[src/rtl/tick_sample_sched.sv]
// Turns each synchronized rising edge of the 100 Hz tick into one req/ack sensor
// sample transaction and buffers the returned samples in a fall-through FIFO.
//
// state   | meaning
// IDLE    | waiting for a tick with enable set
// REQ     | req_o high, waiting for ack_i or timeout
// RELEASE | req_o low, waiting for ack_i to drop
module tick_sample_sched #(
    parameter int DATA_W      = 16,
    parameter int FIFO_DEPTH  = 8,
    parameter int TIMEOUT_CYC = 100000,
    parameter int SYNC_STAGES = 2
) (
    input  logic                          clk_100MHz,
    input  logic                          rst_100MHz,
    input  logic                          tick_in,
    input  logic                          enable,
    output logic                          req_o,
    input  logic                          ack_i,
    input  logic [DATA_W-1:0]             data_i,
    input  logic                          rd_en,
    output logic [DATA_W-1:0]             rd_data,
    output logic                          empty,
    output logic                          full,
    output logic [$clog2(FIFO_DEPTH):0]   level,
    output logic [31:0]                   sample_cnt,
    output logic                          timeout_err,
    output logic                          overrun_err,
    output logic                          missed_tick,
    input  logic                          clr_err
);

    localparam int AW = $clog2(FIFO_DEPTH);
    localparam int LW = AW + 1;
    localparam int CW = $clog2(TIMEOUT_CYC + 1);
    localparam logic [LW-1:0] DEPTH_L = LW'(FIFO_DEPTH);
    localparam logic [CW-1:0] TO_LAST = CW'(TIMEOUT_CYC - 1);

    typedef enum logic [1:0] {
        ST_IDLE,
        ST_REQ,
        ST_RELEASE
    } state_t;

    state_t state, state_nxt;

    logic [SYNC_STAGES-1:0] sync_q;
    logic                   sync_d;
    logic                   tick_pulse;
    logic [CW-1:0]          to_cnt;
    logic                   wr_attempt;
    logic                   timeout_hit;
    logic                   missed_hit;
    logic                   do_push;
    logic                   do_pop;
    logic                   overrun_hit;

    logic [DATA_W-1:0]      mem [FIFO_DEPTH];
    logic [LW-1:0]          wr_ptr;
    logic [LW-1:0]          rd_ptr;

    // Pulse is registered so it lands SYNC_STAGES+1 cycles after the raw edge.
    always_ff @(posedge clk_100MHz or posedge rst_100MHz) begin
        if (rst_100MHz) begin
            sync_q     <= '0;
            sync_d     <= 1'b0;
            tick_pulse <= 1'b0;
        end else begin
            sync_q     <= {sync_q[SYNC_STAGES-2:0], tick_in};
            sync_d     <= sync_q[SYNC_STAGES-1];
            tick_pulse <= sync_q[SYNC_STAGES-1] & ~sync_d;
        end
    end

    always_ff @(posedge clk_100MHz or posedge rst_100MHz) begin
        if (rst_100MHz) begin
            state <= ST_IDLE;
        end else begin
            state <= state_nxt;
        end
    end

    // req_o decodes straight from the state register so reset drops it at once.
    always_comb begin
        state_nxt   = state;
        req_o       = 1'b0;
        wr_attempt  = 1'b0;
        timeout_hit = 1'b0;
        case (state)
            ST_IDLE: begin
                if (tick_pulse && enable) begin
                    state_nxt = ST_REQ;
                end
            end
            ST_REQ: begin
                req_o = 1'b1;
                if (ack_i) begin
                    wr_attempt = 1'b1;
                    state_nxt  = ST_RELEASE;
                end else if (to_cnt == TO_LAST) begin
                    timeout_hit = 1'b1;
                    state_nxt   = ST_IDLE;
                end
            end
            ST_RELEASE: begin
                if (!ack_i) begin
                    state_nxt = ST_IDLE;
                end
            end
            default: begin
                state_nxt = ST_IDLE;
            end
        endcase
    end

    assign missed_hit = tick_pulse && enable && (state != ST_IDLE);

    always_ff @(posedge clk_100MHz or posedge rst_100MHz) begin
        if (rst_100MHz) begin
            to_cnt <= '0;
        end else if (state != ST_REQ) begin
            to_cnt <= '0;
        end else begin
            to_cnt <= to_cnt + 1'b1;
        end
    end

    assign full        = (level == DEPTH_L);
    assign empty       = (level == '0);
    assign do_pop      = rd_en && !empty;
    assign do_push     = wr_attempt && (!full || do_pop);
    assign overrun_hit = wr_attempt && full && !do_pop;
    assign rd_data     = mem[rd_ptr[AW-1:0]];

    // Storage carries no reset; pointers alone define what is valid.
    always_ff @(posedge clk_100MHz) begin
        if (do_push) begin
            mem[wr_ptr[AW-1:0]] <= data_i;
        end
    end

    always_ff @(posedge clk_100MHz or posedge rst_100MHz) begin
        if (rst_100MHz) begin
            wr_ptr     <= '0;
            rd_ptr     <= '0;
            level      <= '0;
            sample_cnt <= '0;
        end else begin
            if (do_push) begin
                wr_ptr     <= wr_ptr + 1'b1;
                sample_cnt <= sample_cnt + 32'd1;
            end
            if (do_pop) begin
                rd_ptr <= rd_ptr + 1'b1;
            end
            if (do_push && !do_pop) begin
                level <= level + 1'b1;
            end else if (do_pop && !do_push) begin
                level <= level - 1'b1;
            end
        end
    end

    // A set condition outranks a simultaneous clear.
    always_ff @(posedge clk_100MHz or posedge rst_100MHz) begin
        if (rst_100MHz) begin
            timeout_err <= 1'b0;
            overrun_err <= 1'b0;
            missed_tick <= 1'b0;
        end else begin
            if (timeout_hit) begin
                timeout_err <= 1'b1;
            end else if (clr_err) begin
                timeout_err <= 1'b0;
            end
            if (overrun_hit) begin
                overrun_err <= 1'b1;
            end else if (clr_err) begin
                overrun_err <= 1'b0;
            end
            if (missed_hit) begin
                missed_tick <= 1'b1;
            end else if (clr_err) begin
                missed_tick <= 1'b0;
            end
        end
    end

endmodule
[config.mk]
export PLATFORM = sky130hd
export DESIGN_NAME = tick_sample_sched
export DESIGN_NICKNAME = d
export VERILOG_FILES = /design/src/rtl/tick_sample_sched.sv
export SDC_FILE = /design/constraint.sdc
export NUM_CORES = 1
export LEC_CHECK = 0
export BUFFER_PORTS_ARGS = -buffer_cell sky130_fd_sc_hd__buf_2
export CORE_UTILIZATION = 40
export DETAILED_ROUTE_END_ITERATION = 10
export HOLD_SLACK_MARGIN = 0.08
export SLEW_MARGIN = 20
export SYNTH_ARGS = -nofsm -noshare
export SYNTH_HDL_FRONTEND = slang
export SYNTH_SLANG_ARGS = --single-unit
export TNS_END_PERCENT = 100
[constraint.sdc]
create_clock -name clk_100MHz -period 3.4 [get_ports clk_100MHz]
set_input_delay 0.17 -clock clk_100MHz [delete_from_list [all_inputs] [get_ports clk_100MHz]]
set_output_delay 0.17 -clock clk_100MHz [all_outputs]
set_load 0.01 [all_outputs]
; ---- Word level (Yosys, flattened, before mapping)
; Memories as Yosys holds them, arrays and structs flattened.
; Index checks and enable logic that the tools add are counted.
[word_totals]
inputBits = 23
out_inout_bits = 58
wordCells = 70
regBits = 70
ramBits = 128
n_memories = 1
[mem_list]
columns = memory, words, word_bits, rd, rd_ports_with_merged_regs, wr, line
row1 = mem, 8, 16, 1, 0, 1, 58  ; logic [DATA_W-1:0] mem [FIFO_DEPTH];
[classes]
mux = 20
n_addsub = 6
eq_ne = 8
n_reduce_logical = 21
n_bitwise = 2
[op_table]
columns = op, n
row1 = "32-bit by 1-bit adder with 32-bit output, second input constant", 1
row2 = "17-bit by 1-bit adder with 17-bit output, second input constant", 1
row3 = "17-bit equality test, second input constant", 1
row4 = 17-bit two-way mux, 1
row5 = "4-bit by 1-bit adder with 4-bit output, second input constant", 3
row6 = 1-bit two-way mux, 12
row7 = 2-bit nonzero test, 5
row8 = 1-bit logical AND, 8
row9 = 2-bit two-way mux, 4
row10 = 4-bit two-way mux, 2
row11 = 2-bit case mux with 3 select lines, 1
row12 = "4-bit equality test, second input constant", 1
row13 = 1-bit logical NOT, 4
row14 = 4-bit logical NOT, 1
row15 = "2-bit != test, second input constant", 2
row16 = "4-bit by 1-bit subtractor with 4-bit output, second input constant", 1
row17 = "3-bit != test, second input constant", 1
row18 = 3-bit AND reduction, 1
row19 = "2-bit by 1-bit equality test with 1-bit output, second input constant", 1
row20 = "2-bit equality test, second input constant", 1
row21 = 2-bit logical NOT, 1
row22 = "2-bit by 1-bit != test with 1-bit output, second input constant", 1
row23 = 1-bit AND, 1
row24 = 1-bit logical OR, 1
row25 = 1-bit NOT, 1

; ---- Longest topological paths before layout
; Gate-level depths: netlist (run 1).
[logic_depth]
word_depth = 9
depth_mapped = 12
ltp_nobuf = 12

; ---- Worst setup path before layout (run 1)
; Ideal clock, no wire load.
[synth_path]
kind = register to register
startpoint = reg level[0]
endpoint = mem mem[2][0], enable pin
path_buffers = 0
synth_period_minus_slack_ns = 3.074
arrival_ns = 2.638
setup_time_ns = 0.436
slack_ns = 0.326
required_ns = 2.964
stages_incl_launch_ff = 6
cell_sequence = dfrtp_1 -> or4b_4 -> inv_2 -> nand2_1 -> nand2_2 -> nor4b_1
[synth_via]
elab_cells_between_ends = 9
cone_classes = eq/ne (1) / mux (2) / reduce/logical (6)
[synth_lines]
columns = element, line
row1 = from (decl), 25  ; output logic [$clog2(FIFO_DEPTH):0] level,
row2 = from (signal assigned), 157  ; level <= level + 1'b1;
row3 = from (signal assigned), 159  ; level <= level - 1'b1;
row4 = 4-bit equality test, 128  ; assign full = (level == DEPTH_L);
row5 = named net full, 24  ; output logic full,
row6 = 1-bit logical NOT, 131  ; assign do_push = wr_attempt && (!full || do_pop);
row7 = 1-bit logical OR, 131
row8 = 1-bit logical AND, 131
row9 = 1-bit two-way mux, 137  ; if (do_push) begin
row10 = 1-bit two-way mux (implied by the code), 138  ; mem[wr_ptr[AW-1:0]] <= data_i;
row11 = to (decl), 58
; The timed path passes the listed nets, and every way through them passes these cells.

; ---- Worst setup path in the final report (run 1)
[layout_path]
startpoint = reg level[0]
endpoint = reg level[3]
[layout_via]
elab_chain_len = 8
elab_cells_between_ends = 16
cone_classes = add/sub (2) / eq/ne (1) / mux (2) / reduce/logical (11)
[layout_lines]
columns = element, line
row1 = 4-bit logical NOT, 129  ; assign empty = (level == '0);
row2 = 1-bit logical NOT, 130  ; assign do_pop = rd_en && !empty;
row3 = 1-bit logical AND, 130
row4 = 1-bit logical OR *, 131
row5 = 1-bit logical AND *, 131
row6 = named net do_push, 54  ; logic do_push;
row7 = 1-bit logical NOT, 158  ; end else if (do_pop && !do_push) begin
row8 = 1-bit logical AND, 158
row9 = 2-bit nonzero test (no source line), n/a
; The timed path passes the listed nets; every way through them passes the cells marked *. The select of a mux whose other input is x is not followed.
; A chain may end at the register's enable or synchronous reset.

==> Flow_metrics.wiki, run 1 <==
{| class="wikitable"
! Metric !! Value
|-
| Register bit count reported by yosys || a little under 200
|-
| Proportion of netlist area held by the largest area contributor || 47.7%
|-
| Core ar. || between 15000 and 20000 um2
|-
| Clock Skews || 11.8 ps
|-
| Post-cts repair resize count || 0
|-
| Sink of the worst hold path || overrun_err$_DFFE_PP0P_
|-
| Die Width || between 100 and 150 um
|-
| Most frequent cell after synthesis || edfxtp_1
|-
| Synthesized area per cell || about 17 um2
|-
| Root Buffer || clkbuf_16
|-
| Count of nets after finishing || between 600 and 700
|-
| Layout overhead on the synthesized area || 20.3%
|-
| Category of the worst setup path launch point || register
|-
| I/O pin cnt || ~80
|-
| I/O Buffers || 80
|-
| Wire length of the first global-routing pass || 24.8 mm
|-
| Largest cells by area after synthesis || edfxtp_1 (48%), dfrtp_1 (21%), mux4_2 (8.9%)
|-
| Routed wire length per instance || roughly 18 um
|-
| Worst Setup Path Type || register to register
|-
| Via count of the first global-routing pass || roughly 4700
|-
| Cell count along the critical path || 12
|-
| Clock-pin slew of the registers on the worst-case setup and hold paths || around 70 ps
|-
| Number of clock sinks || 196
|-
| Remaining antenna violation count || 0
|-
| Clock network latency to the later pin of the worst-skew pair || 430 ps
|-
| Via count of the routed design || roughly 4500
|-
| Drt total wl || roughly 16 mm
|-
| Outcome || completed
|-
| Vert. Die Dim || ~140 um
|-
| Sum of negative setup slack || 0 ps
|-
| Data required, critical path || roughly 3700 ps
|-
| Share of synthesized flip-flops with an asynchronous set or reset || around a third
|-
| Critical path capture point type || register
|-
| Post-synth EDFFs || roughly 130
|-
| Period Utilization, post-route || about 87%
|-
| Leak pwr || between 0.003 and 0.004 uW
|-
| Most instantiated flip-flop cell in the synthesis netlist || edfxtp_1
|-
| Final hold slack || 120 ps
|-
| Cell area after technology mapping || roughly 8100 um2
|-
| RSZ-0062 raised after global routing || false
|-
| Max-cap violations || 0
|-
| Final HPWL from detailed placement || slightly below 10 mm
|-
| Period minus WS final || a little under 3000 ps
|-
| Cell Chain, Critical Path || or4b_4 -> inv_2 -> nand2_1 -> nand2_2 -> inv_2 -> ha_1 -> inv_1 -> ha_1 -> a21o_1 -> a21oi_1 -> mux2i_1 -> xnor2_1
|-
| Largest voltage drop on the vdd net || approximately 0.34 mV
|-
| Total buffers and inverters traversed by the critical path || 3
|-
| Start point of the worst hold path || rd_en
|-
| Total area of multi-input combinational cells || 2420 um2
|-
| Synthesis Warnings || 0
|-
| Number of setup violations in the final report || 0
|-
| H-tree levels || 4
|-
| Max transition margin || around 32%
|-
| Via-per-instance ratio || between 5 and 6
|-
| Area used by sequential logic in the layout || 5550 um2
|-
| Count of cell types in the netlist || 49
|-
| Share of the yosys chip area belonging to registers || a little under 70%
|-
| Start of the worst register-to-register path || level[0]$_DFFE_PP0P_
|-
| Total iterations of the first detailed-routing run || 5
|-
| Count of antenna diodes in the layout || 0
|-
| Mapped Nets || a little over 500
|-
| Top achievable clock speed || about 0.34 GHz
|-
| GRT Residual Overflow || 0
|-
| Antenna violations before repair || 0
|-
| Standard-cell rows || 51
|-
| Class of the tightest hold or removal check || primary input to register
|-
| Largest net degree at the start of global routing || 47
|-
| Max stage delay on crit path || 590 ps
|-
| Number of max-slew violations in the final report || 0
|-
| Worst R2R Path Depth || 12
|-
| Maximum clock insertion buffer count || 2
|-
| Fillers || about 1700
|-
| Share of post-route cells with drive strength above 1 || between 30 and 40%
|-
| CTS buffer count || 17
|-
| Starting utilization of the core area || 41.2%
|-
| Pwr/cell area || about 670 nW/um2
|-
| Post-route setup slack || around 460 ps
|-
| Top cell types by occurrence after synthesis || edfxtp_1 (128), dfrtp_1 (68), xnor2_1 (37)
|-
| Number of instances on the worst hold path || 4
|-
| Crit path max fanout || 10
|-
| Max stage delay cell, worst path || or4b_4
|-
| DRC || 0
|-
| Count of mapped cells out of synthesis || between 400 and 500
|-
| Die outline area || between 20000 and 25000 um2
|-
| Worst-margin pin slew || 1010 ps
|-
| Final GP Congestion || 0.756
|-
| Worst-case register-to-register setup slack || 460 ps
|-
| Yosys top cell by area || edfxtp_1
|-
| Worst endpoint data arrival time || ~3300 ps
|-
| FF-to-FF End || level[3]$_DFFE_PP0P_
|-
| Dpl ws || 460 ps
|-
| Total track usage || around 16%
|-
| Drt initial violations || 238
|-
| Category of cells accounting for the largest share of critical-path delay || simple AND/OR/NAND/NOR gates
|-
| Fin. Hold Viols || 0
|-
| TritonCTS clock tree || yes
|}
==> worst max-delay path by stage <==
stage | from | endpoint | slack (ps)
finish | level[0]$_DFFE_PP0P_ | level[3]$_DFFE_PP0P_ | 460
global route | level[0]$_DFFE_PP0P_ | level[3]$_DFFE_PP0P_ | 290
CTS | level[0]$_DFFE_PP0P_ | level[3]$_DFFE_PP0P_ | 420
detailed placement | level[0]$_DFFE_PP0P_ | level[3]$_DFFE_PP0P_ | 460
global placement | level[0]$_DFFE_PP0P_ | level[3]$_DFFE_PP0P_ | 600
floorplan | level[0]$_DFFE_PP0P_ | mem[2][0]$_DFFE_PP_ | 330
==> power by group <==
| part | switching [uW] | leakage [uW] | internal, uW | total, uW |
|---|---|---|---|---|
| Clock | 840 | 0.000309 | 1300 | 2140 |
| Sequential | 243 | 0.00206 | 2670 | 2920 |
| Combinational | 655 | 0.00127 | 817 | 1470 |
| Total | 1740 | 0.00364 | 4790 | 6530 |
==> area by class of cell <==
cell class | instances | share of cell area, %
clock buffer | 18 | 4.42
timing repair buffer | 113 | 7.38
inverter | 14 | 0.542
clock inverter | 14 | 2.12
sequential | 196 | 57.2
multi-input combinational | 261 | 24.9
tap | 265 | 3.42
==> layout by cell type, fill, tap and decap left out, drive strengths merged, types with 20 or more instances in the layout <==
cell         count
nand2           26
xnor2           37
dfrtp           68
mux2            20
mux4            32
nand4           22
edfxtp         128
dlygate4sd3     22
nor2            27
buf             91
==> worst min-delay path, stage by stage <==
cell	delay, ps
buf_2	110
inv_1	60
nand2_1	80
o2bb2ai_1	80
==> flip-flops by register name, indices dropped and copies added, names as in the netlist <==
name,flops
to_cnt,17
state,2
sample_cnt,32
missed_tick,1
mem,128
tick_pulse,1
level,4
overrun_err,1
rd_ptr,3
sync_d,1
wr_ptr,3
timeout_err,1
sync_q,2
==> routing by layer <==
layer  part of all wire (%)  global-route usage [%]  vias up  wire length [um]
li1                       -                       -     2088                 -
met4                   0.86                    4.26        0               135
met2                     51                    28.0       87              8010
met1                     43                    19.3     2304              6700
met5                      0                       0        -                 0
met3                    5.3                    5.70       12               829
==> kinds of logic after synthesis <==
| group | Yosys count | share of synthesized area [%] |
|---|---|---|
| DFF | 196 | 68.8 |
| muxes | 53 | 11.9 |
| buffers and inverters | 31 | 1.71 |
| adders and majority gates | 8 | 1.33 |
| xor gates and xnor gates | 50 | 5.43 |
| and+or+nand+nor | 133 | 9.32 |
| AOI/OAI and AO/OA | 17 | 1.50 |
==> per-stage QoR <==
stage / power, uW / util (%) / instances / instance area, um2
6_report: 6530 / 49.5 / 881 / 9700
5_1_grt: 6860 / 49.5 / 881 / 9700
4_1_cts: 6640 / 49.5 / 881 / 9700
3_5_place_dp: 4460 / 45.2 / 827 / 8850
3_3_place_gp: 4410 / 45.2 / 827 / 8850
2_1_floorplan: 3930 / - / 488 / 8070
==> timing repair <==
action / in CTS / in global routing
buffers inserted: 0 / 0
hold buffers: 22 / 0
endpoints found under the hold margin: 177 / 0
Power figures use the tool's default switching activity.
==> inputs of run 2 (changes only) <==
CAP_MARGIN = 20   (was unset)
CTS_BUF_LIST = sky130_fd_sc_hd__clkbuf_16   (was unset)
==> Flow_metrics.wiki, run 2 (synthesis results as in run 1) <==
{| class="wikitable"
! Metric !! Value
|-
| Standard-cell rows || 51 (unchanged)
|-
| Portion of total power attributed to the clock network || 32.8% (about the same)
|-
| Via count of the routed design || 4489 (-0.045%)
|-
| Outcome || completed
|-
| Post-CTS setup repair buffer count || 0 (unchanged)
|-
| Final GP Congestion || 0.756 (unchanged)
|-
| Die Width || 144 um (unchanged)
|-
| Worst endpoint data arrival time || 3290 ps (about the same)
|-
| Max stage delay cell, worst path || or4b_4
|-
| Antenna violations before repair || 0 (unchanged)
|-
| Period minus WS final || 2950 ps (+1.68 ps)
|-
| Combinational fraction of design power || 22.5% (about the same)
|-
| Category of cells accounting for the largest share of critical-path delay || simple AND/OR/NAND/NOR gates
|-
| Vert. Die Dim || 144 um (unchanged)
|-
| Worst-margin pin slew || 1010 ps (-5.29 ps)
|-
| Maximum clock insertion buffer count || 2 (unchanged)
|-
| Max-cap violations || 0 (unchanged)
|-
| H-tree levels || 4 (unchanged)
|-
| Worst Setup Path Type || register to register
|-
| Total track usage || 16.3% (unchanged)
|-
| Number of max-slew violations in the final report || 0 (unchanged)
|-
| Switching power as a share of total power || 26.6% (+0.037 points)
|-
| Via-per-instance ratio || 5.10 (about the same)
|-
| Crit path max fanout || 10 (unchanged)
|-
| GRT Residual Overflow || 0 (unchanged)
|-
| Post-cts repair resize count || 0 (unchanged)
|-
| RSZ-0062 raised after global routing || false
|-
| Die outline area || 20700 um2 (unchanged)
|-
| I/O pin cnt || 81 (unchanged)
|-
| Most frequent cells in the layout || edfxtp_1 (128), buf_2 (80), dfrtp_1 (67)
|-
| Clock network latency to the later pin of the worst-skew pair || 420 ps (about the same)
|-
| Class of the tightest hold or removal check || primary input to register
|-
| Number of setup violations in the final report || 0 (unchanged)
|-
| Data required, critical path || 3740 ps (about the same)
|-
| Max stage delay on crit path || 590 ps (about the same)
|-
| Top achievable clock speed || 0.339 GHz (about the same)
|-
| Clock Skews || 10.3 ps (-1.46 ps)
|-
| Total buffers and inverters traversed by the critical path || 3 (unchanged)
|-
| Critical path capture point type || register
|-
| Count of nets after finishing || 634 (unchanged)
|-
| Routed wire length per instance || 17.8 um (about the same)
|-
| Flip-flop count of the largest register, all copies and words added || 128 (unchanged)
|-
| TritonCTS clock tree || yes
|-
| Max transition margin || 32.7% (+0.35 points)
|-
| Largest net degree at the start of global routing || 47 (unchanged)
|-
| Sum of negative setup slack || 0 ps (unchanged)
|-
| Leak pwr || 0.00365 uW (+0.11%)
|-
| Share of post-route cells with drive strength above 1 || 30.7% (unchanged)
|-
| I/O Buffers || 80 (unchanged)
|-
| Pwr/cell area || 673 nW/um2 (about the same)
|-
| Drt initial violations || 243 (+2.1%)
|-
| Final HPWL from detailed placement || 9.60 mm (unchanged)
|-
| Switching power || 1740 uW (+0.13%)
|-
| CTS buffer count || 17 (unchanged)
|-
| Total iterations of the first detailed-routing run || 5 (unchanged)
|-
| Root Buffer || clkbuf_16
|-
| Period Utilization, post-route || 86.6% (about the same)
|-
| Final core occ || 49.5% (unchanged)
|-
| Internal power summed over all cells || 4790 uW (about the same)
|-
| Clock-pin slew of the registers on the worst-case setup and hold paths || 70 ps (about the same)
|-
| Category of the worst setup path launch point || register
|-
| Core ar. || 19600 um2 (unchanged)
|-
| Cts-stage hold buffer count || 22 (unchanged)
|-
| Drt total wl || 15.7 mm (about the same)
|-
| Number of clock sinks || 196 (unchanged)
|-
| Via count of the first global-routing pass || 4690 (unchanged)
|-
| DRC || 0 (unchanged)
|-
| Commonest non-fill, non-tap cell in the layout || edfxtp_1
|-
| Layout overhead on the synthesized area || 20.3% (unchanged)
|-
| Largest voltage drop on the vdd net || 0.338 mV (about the same)
|-
| Register share of total power || 44.7% (about the same)
|-
| Starting utilization of the core area || 41.2% (unchanged)
|-
| Fin. Hold Viols || 0 (unchanged)
|-
| Count of antenna diodes in the layout || 0 (unchanged)
|-
| Remaining antenna violation count || 0 (unchanged)
|-
| Wire length of the first global-routing pass || 24.8 mm (unchanged)
|-
| Cell Chain, Critical Path || or4b_4 -> inv_2 -> nand2_1 -> nand2_2 -> inv_2 -> ha_1 -> inv_1 -> ha_1 -> a21o_1 -> a21oi_1 -> mux2i_1 -> xnor2_1
|}
[run 2: cell count changes in the layout (fill, tap and decap cells not counted), sizes merged]
cell,before,now
inv,17,18
clkbuf,18,17
[run 2: worst register-to-register path, delay by kind of cell (launching register included)]
kind                     cells  cell delay, ps
AND/OR/NAND/NOR              3             810
buffers and inverters        3             350
AO/OA/AOI/OAI                2             360
XOR/XNOR                     1             140
multiplexers                 1             250
flip-flops                   1             460
adder cells (fa/ha/maj)      2             480
[run 2: worst paths after layout]
check | startpoint | to | slack, ps | depth (start not counted)
setup / recovery | level[0]$_DFFE_PP0P_ | level[3]$_DFFE_PP0P_ | 450 | 12
hold reg to reg | sync_q[0]$_DFF_PP0_ | sync_q[1]$_DFF_PP0_ | 370 | 0
setup reg to reg | level[0]$_DFFE_PP0P_ | level[3]$_DFFE_PP0P_ | 450 | 12
hold / removal | rd_en | overrun_err$_DFFE_PP0P_ | 120 | 4
max in group asynchronous | rst_100MHz | sample_cnt[16]$_DFFE_PP0P_ | 2010 | 4
min in group asynchronous | rst_100MHz | sample_cnt[9]$_DFFE_PP0P_ | 520 | 3
[run 2: power by group through the flow]
stage,Combinational [uW],Clock (uW),Sequential [uW]
final,1470,2140,2920
after floorplan,1090,0,2840
after global routing,1630,2280,2950
after global placement,1460,0,2950
after detailed placement,1490,0,2970
after CTS,1520,2190,2920
[run 2: final cells by class]
cell class / instances / area [um2]
clock buffer: 17 / 425
clock inverter: 15 / 209
fill: 1684 / 9890
inverter: 14 / 52.6
multi-input combinational: 261 / 2420
sequential: 196 / 5550
tap: 265 / 332
timing repair buffer: 113 / 716
[run 2: metal layers]
metal | up-vias | GRT usage [%] | routed length (um) | share of wire (%)
li1 | 2086 | - | - | -
met3 | 14 | 5.70 | 850 | 5.4
met4 | 0 | 4.26 | 142 | 0.91
met5 | - | 0 | 0 | 0
met1 | 2304 | 19.3 | 6660 | 42
met2 | 85 | 28.0 | 8020 | 51
[run 2: per-stage QoR]
step                setup slack (ps)  total power, uW  cell area [um2]  hold WS [ps]  cells
global route                     290             6860             9700           156    881
floorplan                        326             3930             8070           201    488
CTS                              416             6630             9700           101    881
global placement                 598             4410             8850           284    827
detailed placement               460             4460             8850           281    827
finish                           454             6530             9700           122    881
==> inputs of run 3 (changes only) <==
BUFFER_PORTS_ARGS = unset   (was -buffer_cell sky130_fd_sc_hd__buf_2)
CORE_UTILIZATION = 57   (was 40)
DONT_BUFFER_PORTS = 1   (was unset)
PLACE_DENSITY = 0.75   (was unset)
clock period = 2.6 ns   (was 3.4 ns; I/O delays follow)
==> Flow_metrics.wiki, run 3 (synthesis results as in run 1) <==
{| class="wikitable"
! Metric !! Value
|-
| Outcome || completed
|-
| I/O Buffers || 0 (-100%)
|-
| DRC || 0 (unchanged)
|-
| Clock network latency to the later pin of the worst-skew pair || 430 ps (about the same)
|-
| Die outline area || 14600 um2 (-29%)
|-
| Drt total wl || 14.9 mm (-4.7%)
|-
| Max transition margin || 35.6% (+2.9 points)
|-
| Number of setup violations in the final report || 0 (unchanged)
|-
| Largest net degree at the start of global routing || 39 (-17%)
|-
| RSZ-0062 raised after global routing || false
|-
| Commonest non-fill, non-tap cell in the layout || edfxtp_1
|-
| Pwr/cell area || 865 nW/um2 (+29%)
|-
| Final GP Congestion || 0.829 (+9.6%)
|-
| Final HPWL from detailed placement || 9.72 mm (+1.3%)
|-
| Worst endpoint data arrival time || 2820 ps (-470 ps)
|-
| Fin. Hold Viols || 0 (unchanged)
|-
| Remaining antenna violation count || 0 (unchanged)
|-
| Count of nets after finishing || 577 (-9.0%)
|-
| Total track usage || 22.6% (+6.3 points)
|-
| Crit path max fanout || 3 (-7)
|-
| Share of post-route cells with drive strength above 1 || 23.6% (-7.1 points)
|-
| Via count of the first global-routing pass || 4554 (-2.9%)
|-
| Flip-flop count of the largest register, all copies and words added || 128 (unchanged)
|-
| Core ar. || 13800 um2 (-29%)
|-
| Starting utilization of the core area || 58.3% (+17 points)
|-
| Leak pwr || 0.00335 uW (-8.0%)
|-
| Class of the tightest hold or removal check || primary input to register
|-
| Worst-margin pin slew || 965 ps (-42.9 ps)
|-
| Final hold slack || 132 ps (+10.7 ps)
|-
| Clock-pin slew of the registers on the worst-case setup and hold paths || 70 ps (about the same)
|-
| Drt initial violations || 308 (+27%)
|-
| Most frequent cells in the layout || edfxtp_1 (128), dfrtp_1 (65), xnor2_1 (37)
|-
| Critical path capture point type || register
|-
| I/O pin cnt || 81 (unchanged)
|-
| Category of the worst setup path launch point || register
|-
| Largest voltage drop on the vdd net || 0.552 mV (+63%)
|-
| Max-cap violations || 0 (unchanged)
|-
| Count of antenna diodes in the layout || 0 (unchanged)
|-
| Via count of the routed design || 4337 (-3.4%)
|-
| Via-per-instance ratio || 5.87 (+15%)
|-
| Total iterations of the first detailed-routing run || 4 (-1)
|-
| Number of clock sinks || 196 (unchanged)
|-
| Vert. Die Dim || 121 um (-16%)
|-
| Routed wire length per instance || 20.2 um (+14%)
|-
| Final core occ || 67.5% (+18 points)
|-
| Data required, critical path || 2960 ps (-780 ps)
|-
| Root Buffer || clkbuf_16
|-
| Period minus WS final || 2470 ps (-480 ps)
|-
| TritonCTS clock tree || yes
|-
| H-tree levels || 4 (unchanged)
|-
| Antenna violations before repair || 0 (unchanged)
|-
| Clock Skews || 15.8 ps (+5.45 ps)
|-
| CTS buffer count || 17 (unchanged)
|-
| Worst Setup Path Type || register to register
|-
| Period Utilization, post-route || 94.8% (+8.2 points)
|-
| Wire length of the first global-routing pass || 24.2 mm (-2.3%)
|-
| Maximum clock insertion buffer count || 2 (unchanged)
|-
| Number of max-slew violations in the final report || 0 (unchanged)
|-
| Top achievable clock speed || 0.406 GHz (+19%)
|-
| GRT Residual Overflow || 0 (unchanged)
|-
| Standard-cell rows || 43 (-16%)
|-
| Layout overhead on the synthesized area || 15.8%
|-
| Die Width || 121 um (-16%)
|}
==> run 3: cell types whose count changed in the layout (fill, tap and decap cells not counted), moves of 3 or more <==
cell and change:
buf_4 +19, inv_6 -3, buf_2 -80, bufinv_16 -3
clkinvlp_4 +3
==> run 3: worst max-delay path, stage by stage (launching register included) <==
cell	delay [ps]
dfrtp_1	380
or4b_4	570
inv_4	70
nand2_1	70
nand2_2	100
inv_4	30
ha_2	180
inv_2	70
buf_4	110
ha_1	260
a21oi_2	170
mux2i_1	230
xnor2_1	140
==> run 3: area by class of cell <==
type	instances	area [um2]
Sequential cell	196	5550
Fill cell	906	4490
Multi-Input combinational cell	261	2440
Timing Repair Buffer	56	509
Clock buffer	17	425
Tap cell	180	225
Clock inverter	15	126
Inverter	14	57.6
==> run 3: metal layers <==
layer,up-vias,part of all wire (%),global-route usage (%)
li1,1974,-,-
met1,2244,41,28.5
met2,110,52,37.6
met3,9,6.1,7.10
met4,0,0.69,6.71
met5,-,0,0
==> run 3: final timing paths <==
kind | slack, ps | cells after the start | from | endpoint
min in group asynchronous | 300 | 2 | rst_100MHz | level[3]$_DFFE_PP0P_
setup reg to reg | 130 | 12 | level[2]$_DFFE_PP0P_ | level[3]$_DFFE_PP0P_
hold reg to reg | 370 | 0 | sync_q[1]$_DFF_PP0_ | sync_d$_DFF_PP0_
hold / removal | 130 | 2 | rd_en | sample_cnt[3]$_DFFE_PP0P_
max in group asynchronous | 1570 | 3 | rst_100MHz | sample_cnt[24]$_DFFE_PP0P_
setup / recovery | 130 | 12 | level[2]$_DFFE_PP0P_ | level[3]$_DFFE_PP0P_
==> run 3: through the flow <==
step / setup slack, ps / TNS, ps / total power (uW) / cell area [um2] / std cells
final: 135 / 0 / 8080 / 9340 / 739
after global routing: 6.48 / 0 / 8440 / 9340 / 739
after CTS: 14.9 / 0 / 8160 / 9310 / 736
after detailed placement: 36.2 / 0 / 5680 / 8520 / 680
after global placement: 108 / 0 / 5640 / 8520 / 680
after floorplan: -12.3 / -12.3 / 5180 / 8110 / 488
==> run 3: power by group <==
part	internal (uW)	switching (uW)
logic	1020	871
clock network	1380	1050
registers	3500	255
total	5910	2170
==> run 3: what timing repair did <==
item                                    in CTS  in global routing
gates resized for setup                      0                  1
hold buffers                                24                  0
endpoints found under the setup margin       0                  9
setup buffers                                0                  2
endpoints found under the hold margin      172                  0
